===== src/rtl/y86_pipe_regs.sv =====
// Pipeline register bank (F/D/E/M/W) for the Y86-64 five-stage pipeline.
// Each stage loads, holds or takes a NOP. The bank also has a halt freeze, a sticky conflict flag and counters.
module y86_pipe_regs #(
  parameter logic [63:0] RESET_PC    = 64'h0,
  parameter logic [3:0]  BUBBLE_STAT = 4'h8,
  parameter int          CNT_W       = 32
) (
  input  logic             clk,
  input  logic             rst_n,
  input  logic [63:0]      f_predpc,
  input  logic [147:0]     d_in,
  input  logic [219:0]     e_in,
  input  logic [144:0]     m_in,
  input  logic [143:0]     w_in,
  input  logic             F_stall,
  input  logic             D_stall,
  input  logic             D_bubble,
  input  logic             E_bubble,
  input  logic             M_bubble,
  input  logic             W_stall,
  output logic [63:0]      F_predPC,
  output logic [147:0]     D_out,
  output logic [219:0]     E_out,
  output logic [144:0]     M_out,
  output logic [143:0]     W_out,
  output logic             halted,
  output logic             ctl_err,
  output logic [CNT_W-1:0] stall_cnt,
  output logic [CNT_W-1:0] bubble_cnt
);

  localparam logic [3:0] NOP_ICODE = 4'h1;
  localparam logic [3:0] RNONE     = 4'hF;

  // NOP images follow the same field layout as the corresponding *_in bus.
  localparam logic [147:0] D_NOP = {BUBBLE_STAT, NOP_ICODE, 4'h0, RNONE, RNONE, 64'h0, 64'h0};
  localparam logic [219:0] E_NOP = {BUBBLE_STAT, NOP_ICODE, 4'h0, 64'h0, 64'h0, 64'h0,
                                    RNONE, RNONE, RNONE, RNONE};
  localparam logic [144:0] M_NOP = {BUBBLE_STAT, NOP_ICODE, 1'b0, 64'h0, 64'h0, RNONE, RNONE};
  localparam logic [143:0] W_NOP = {BUBBLE_STAT, NOP_ICODE, 64'h0, 64'h0, RNONE, RNONE};

  localparam logic [CNT_W-1:0] CNT_ONE = {{(CNT_W-1){1'b0}}, 1'b1};

  logic stall_any;
  logic bubble_any;
  logic w_err;

  assign stall_any  = F_stall | D_stall | W_stall;
  assign bubble_any = D_bubble | E_bubble | M_bubble;
  assign w_err      = |W_out[142:140];

  // NOTE: all state uses non-blocking assignments so every register samples pre-edge values.
  always_ff @(posedge clk or negedge rst_n) begin
    if (!rst_n) begin
      F_predPC <= RESET_PC;
      D_out    <= D_NOP;
      E_out    <= E_NOP;
      M_out    <= M_NOP;
      W_out    <= W_NOP;
    end else if (!halted) begin
      if (!F_stall) F_predPC <= f_predpc;

      if (D_stall)       D_out <= D_out;
      else if (D_bubble) D_out <= D_NOP;
      else               D_out <= d_in;

      E_out <= E_bubble ? E_NOP : e_in;
      M_out <= M_bubble ? M_NOP : m_in;

      if (!W_stall) W_out <= w_in;
    end
  end

  // Halt is taken from the registered W stat, so the error stat is visible one edge before the freeze.
  always_ff @(posedge clk or negedge rst_n) begin
    if (!rst_n) begin
      halted  <= 1'b0;
      ctl_err <= 1'b0;
    end else if (!halted) begin
      halted <= w_err;
      if (D_stall && D_bubble) ctl_err <= 1'b1;
    end
  end

  always_ff @(posedge clk or negedge rst_n) begin
    if (!rst_n) begin
      stall_cnt  <= '0;
      bubble_cnt <= '0;
    end else if (!halted) begin
      if (stall_any && !(&stall_cnt))   stall_cnt  <= stall_cnt + CNT_ONE;
      if (bubble_any && !(&bubble_cnt)) bubble_cnt <= bubble_cnt + CNT_ONE;
    end
  end

endmodule


===== config.mk =====
export PLATFORM = sky130hd
export DESIGN_NAME = y86_pipe_regs
export DESIGN_NICKNAME = d
export VERILOG_FILES = /design/src/rtl/y86_pipe_regs.sv
export SDC_FILE = /design/constraint.sdc
export NUM_CORES = 1
export LEC_CHECK = 0
export ABC_AREA = 1
export CAP_MARGIN = 20
export CORE_AREA = 2 2 599 601
export CTS_CLUSTER_DIAMETER = 80
export DETAILED_ROUTE_END_ITERATION = 7
export DIE_AREA = 0 0 601 603
export GPL_ROUTABILITY_DRIVEN = 0
export PLACE_DENSITY_LB_ADDON = 0.15
export SLEW_MARGIN = 0
export SYNTH_ARGS = -nofsm -noshare
export SYNTH_HDL_FRONTEND = slang
export SYNTH_SLANG_ARGS = --single-unit

===== constraint.sdc =====
create_clock -name clk -period 3.9 [get_ports clk]
set_input_delay 0.78 -clock clk [delete_from_list [all_inputs] [get_ports clk]]
set_output_delay 0.78 -clock clk [all_outputs]
set_load 0.05 [all_outputs]

==> flow_metrics.py <==
metrics = {
    "sta": {
        "fmax_ghz": 0.2966,
        "fin_crit_ns": 3.372,
        "hold_viol": 0,
        "fin_crit_sh_pct": 86.46,
        "worstMarginPinSlew_ns": 0.9294,
        "skew_ns": 0.09974,
        "slew_violations": 0,
        "rsz0062_at_grt": "no",
        "setup_viol": 0,
        "setup_tns_ns": 0,
        "relSlewSlack_pct": 38.04,
    },
    "finish": {
        "layout_common_cells": "clkdlybuf4s50_1 (1511), nand2_1 (1186), dfrtp_1 (738)",
        "fillers": 39810,
        "final_nets": 5570,
        "multiInputGateArea_um2": 11440,
        "syn2layout_area_growth_pct": 77.86,
        "final_area_um2": 57550,
        "layout-drive-gt1-share_pct": 10.85,
        "area.sequential_um2": 19760,
        "mostFrequentLayoutCell": "clkdlybuf4s50_1",
    },
    "clock_tree": {
        "numCtsBuffers": 123,
        "cts_tree": "built",
        "numClockSinks": 787,
        "root_buffer": "clkbuf_16",
        "htree_levels": 3,
        "cts-resized-gates": 0,
        "clockBufferDepth": 4,
        "cts_setup_buffers": 0,
        "clk_pin_slew_ns": 0.06,
        "clk_latency_ns": 0.89,
        "holdBufCountCts": 1,
    },
    "yosys": {
        "netlist.top_cell.by_area": "dfrtp_1",
        "ys.flop_type": "dfrtp_1",
        "synth_cell_types": 35,
        "seq_area_frac_synth_pct": 61.05,
        "synth_area_per_cell_um2": 9.670,
        "synth_seq_cells": 787,
        "synth_top_area_share_pct": 57.16,
        "async_flop_share_pct": 100.0,
        "synth_fp_nets": 4077,
        "synth_area_um2": 32350,
        "ys.warnings.count": 0,
        "synthCells": 3346,
        "synthTopCellsByArea": "dfrtp_1 (57%), nand2_1 (14%), nand3_1 (7.7%)",
        "synth_edf_count": 0,
    },
    "route": {
        "topRoutingLayerUsed": "met5",
        "wl_per_cell_um": 25.63,
        "route.met3.wl_mm": 20.58,
        "ant_nets": 0,
        "viasPerCell": 3.218,
        "dr.pass1.iters": 6,
        "wl_met2_mm": 119.3,
        "vias": 31270,
        "first_iter_violations": 1748,
        "drt-met1-wl_mm": 104.5,
        "routed_wirelength_mm": 249.0,
        "drc_errors": 0,
    },
    "placed_design": {
        "placed_area_um2": 53380,
        "dp_hpwl_mm": 197.4,
        "numPortBuffers": 1515,
    },
    "setup_path": {
        "worstPathRequired_ns": 3.12,
        "r2r_cells": 7,
        "crit_chain": "clkdlybuf4s50_1",
        "crit_path_max_fanout": 23,
        "criticalPathCategory": "register to primary output",
        "crit_buf_inv": 1,
        "cp_slowest_stage_delay_ns": 0.97,
        "worstSetupEndpointType": "primary output",
        "crit_family": "buffers and inverters",
        "crit_arrival_ns": 2.59,
        "start_kind": "register",
        "cp.depth": 1,
        "critPathSlowestCell": "clkdlybuf4s50_1",
    },
    "floorplan": {
        "die_y_um": 603,
        "initial_utilization_pct": 9.104,
        "num_io_pins": 1516,
        "dieArea_um2": 362400,
        "coreArea_um2": 355400,
        "fp.dieW_um": 601,
        "rows": 219,
    },
    "power_and_ir_drop": {
        "power_leakage_uw": 0.02425,
        "ir_drop_v": 0.0003617,
        "p_per_area_nw_per_um2": 449.5,
    },
    "global_routing": {
        "grtUsageTotal_pct": 13.28,
        "grt_max_degree": 126,
        "antenna_found_initial": 125,
        "grt_first_pass_wirelength_mm": 328.3,
        "grt_pass1_vias": 32400,
        "overflow": 0,
    },
    "worst_hold_path": {
        "worstHoldPathCells": 3,
        "hold_path.class": "input pin to register",
    },
    "run": {
        "drv_cap": 0,
    },
    "status": {
        "status": "finished clean",
    },
}
-- final cells by class --
type                    instances  share of cell area, %
well taps                    4751                  10.33
clock inverters                37                 0.8436
repair buffers               1587                  27.91
diodes                         24                 0.1044
multi-input cells            2295                  19.88
clock buffers                 189                  6.268
inverters                      45                 0.3327
flip-flops and latches        787                  34.33
-- power breakdown --
group / switching [µW] / internal [µW]
Combinational: 3430 / 1850
Sequential: 378 / 8740
Clock: 4610 / 6870
Total: 8410 / 17500
-- final timing paths --
path,end,startpoint,slack [ns]
setup / recovery,halted,halted$_DFF_PN0_,0.53
hold / removal,D_out[16]$_DFFE_PN0P_,D_stall,0.43
setup reg to reg,bubble_cnt[21]$_DFFE_PN0P_,halted$_DFF_PN0_,1.52
hold reg to reg,E_out[10]$_DFFE_PN1N_,E_out[10]$_DFFE_PN1N_,0.47
max in group asynchronous,W_out[19]$_DFFE_PN0P_,rst_n,2.18
min in group asynchronous,E_out[191]$_DFFE_PN0N_,rst_n,0.66
-- cells in the mapped netlist (10+ instances only) --
master and n:
a21oi_1 10, mux2_2 198, nand3b_1 15, clkbuf_1 104, nor2_1 118, dfstp_2 48, o21ai_0 176, nand2_1 1186
buf_1 21, buf_2 81, inv_1 42, xor2_1 19, nand4_1 25, nand3_1 501, dfrtp_1 739
-- through the flow --
stage	hold WS (ns)	setup slack (ns)	util [%]	std cells	total power, µW
after floorplan	0.4844	1.825	-	3346	11600
after global placement	0.4538	0.7576	15.02	9464	14620
after detailed placement	0.4573	0.7428	15.02	9464	14610
after CTS	0.3216	0.2812	16.18	9691	26570
after global routing	0.3754	0.3383	16.18	9693	27010
final	0.4316	0.5282	16.19	9715	25870
-- flip-flops by register name (all words and copies together) (netlist names) --
signal / flops
bubble_cnt: 32
D_out: 148
ctl_err: 1
F_predPC: 64
halted: 1
stall_cnt: 32
E_out: 220
M_out: 145
W_out: 144
-- per-layer routing --
layer	vias up	GRT usage, %
met1	15710	16.31
met3	331	4.762
met2	1144	22.48
met5	-	0
met4	60	2.098
li1	14020	-
-- cells by family after synthesis --
kind of cell	share of synthesized area, %
AO/OA/AOI/OAI	2.927
XOR/XNOR	0.7038
adder cells (fa/ha/maj)	0.07733
buffers and inverters	3.608
flip-flops	61.05
multiplexers	7.135
AND/OR/NAND/NOR	24.49
Note: power is estimated with default switching activity, not from simulation.
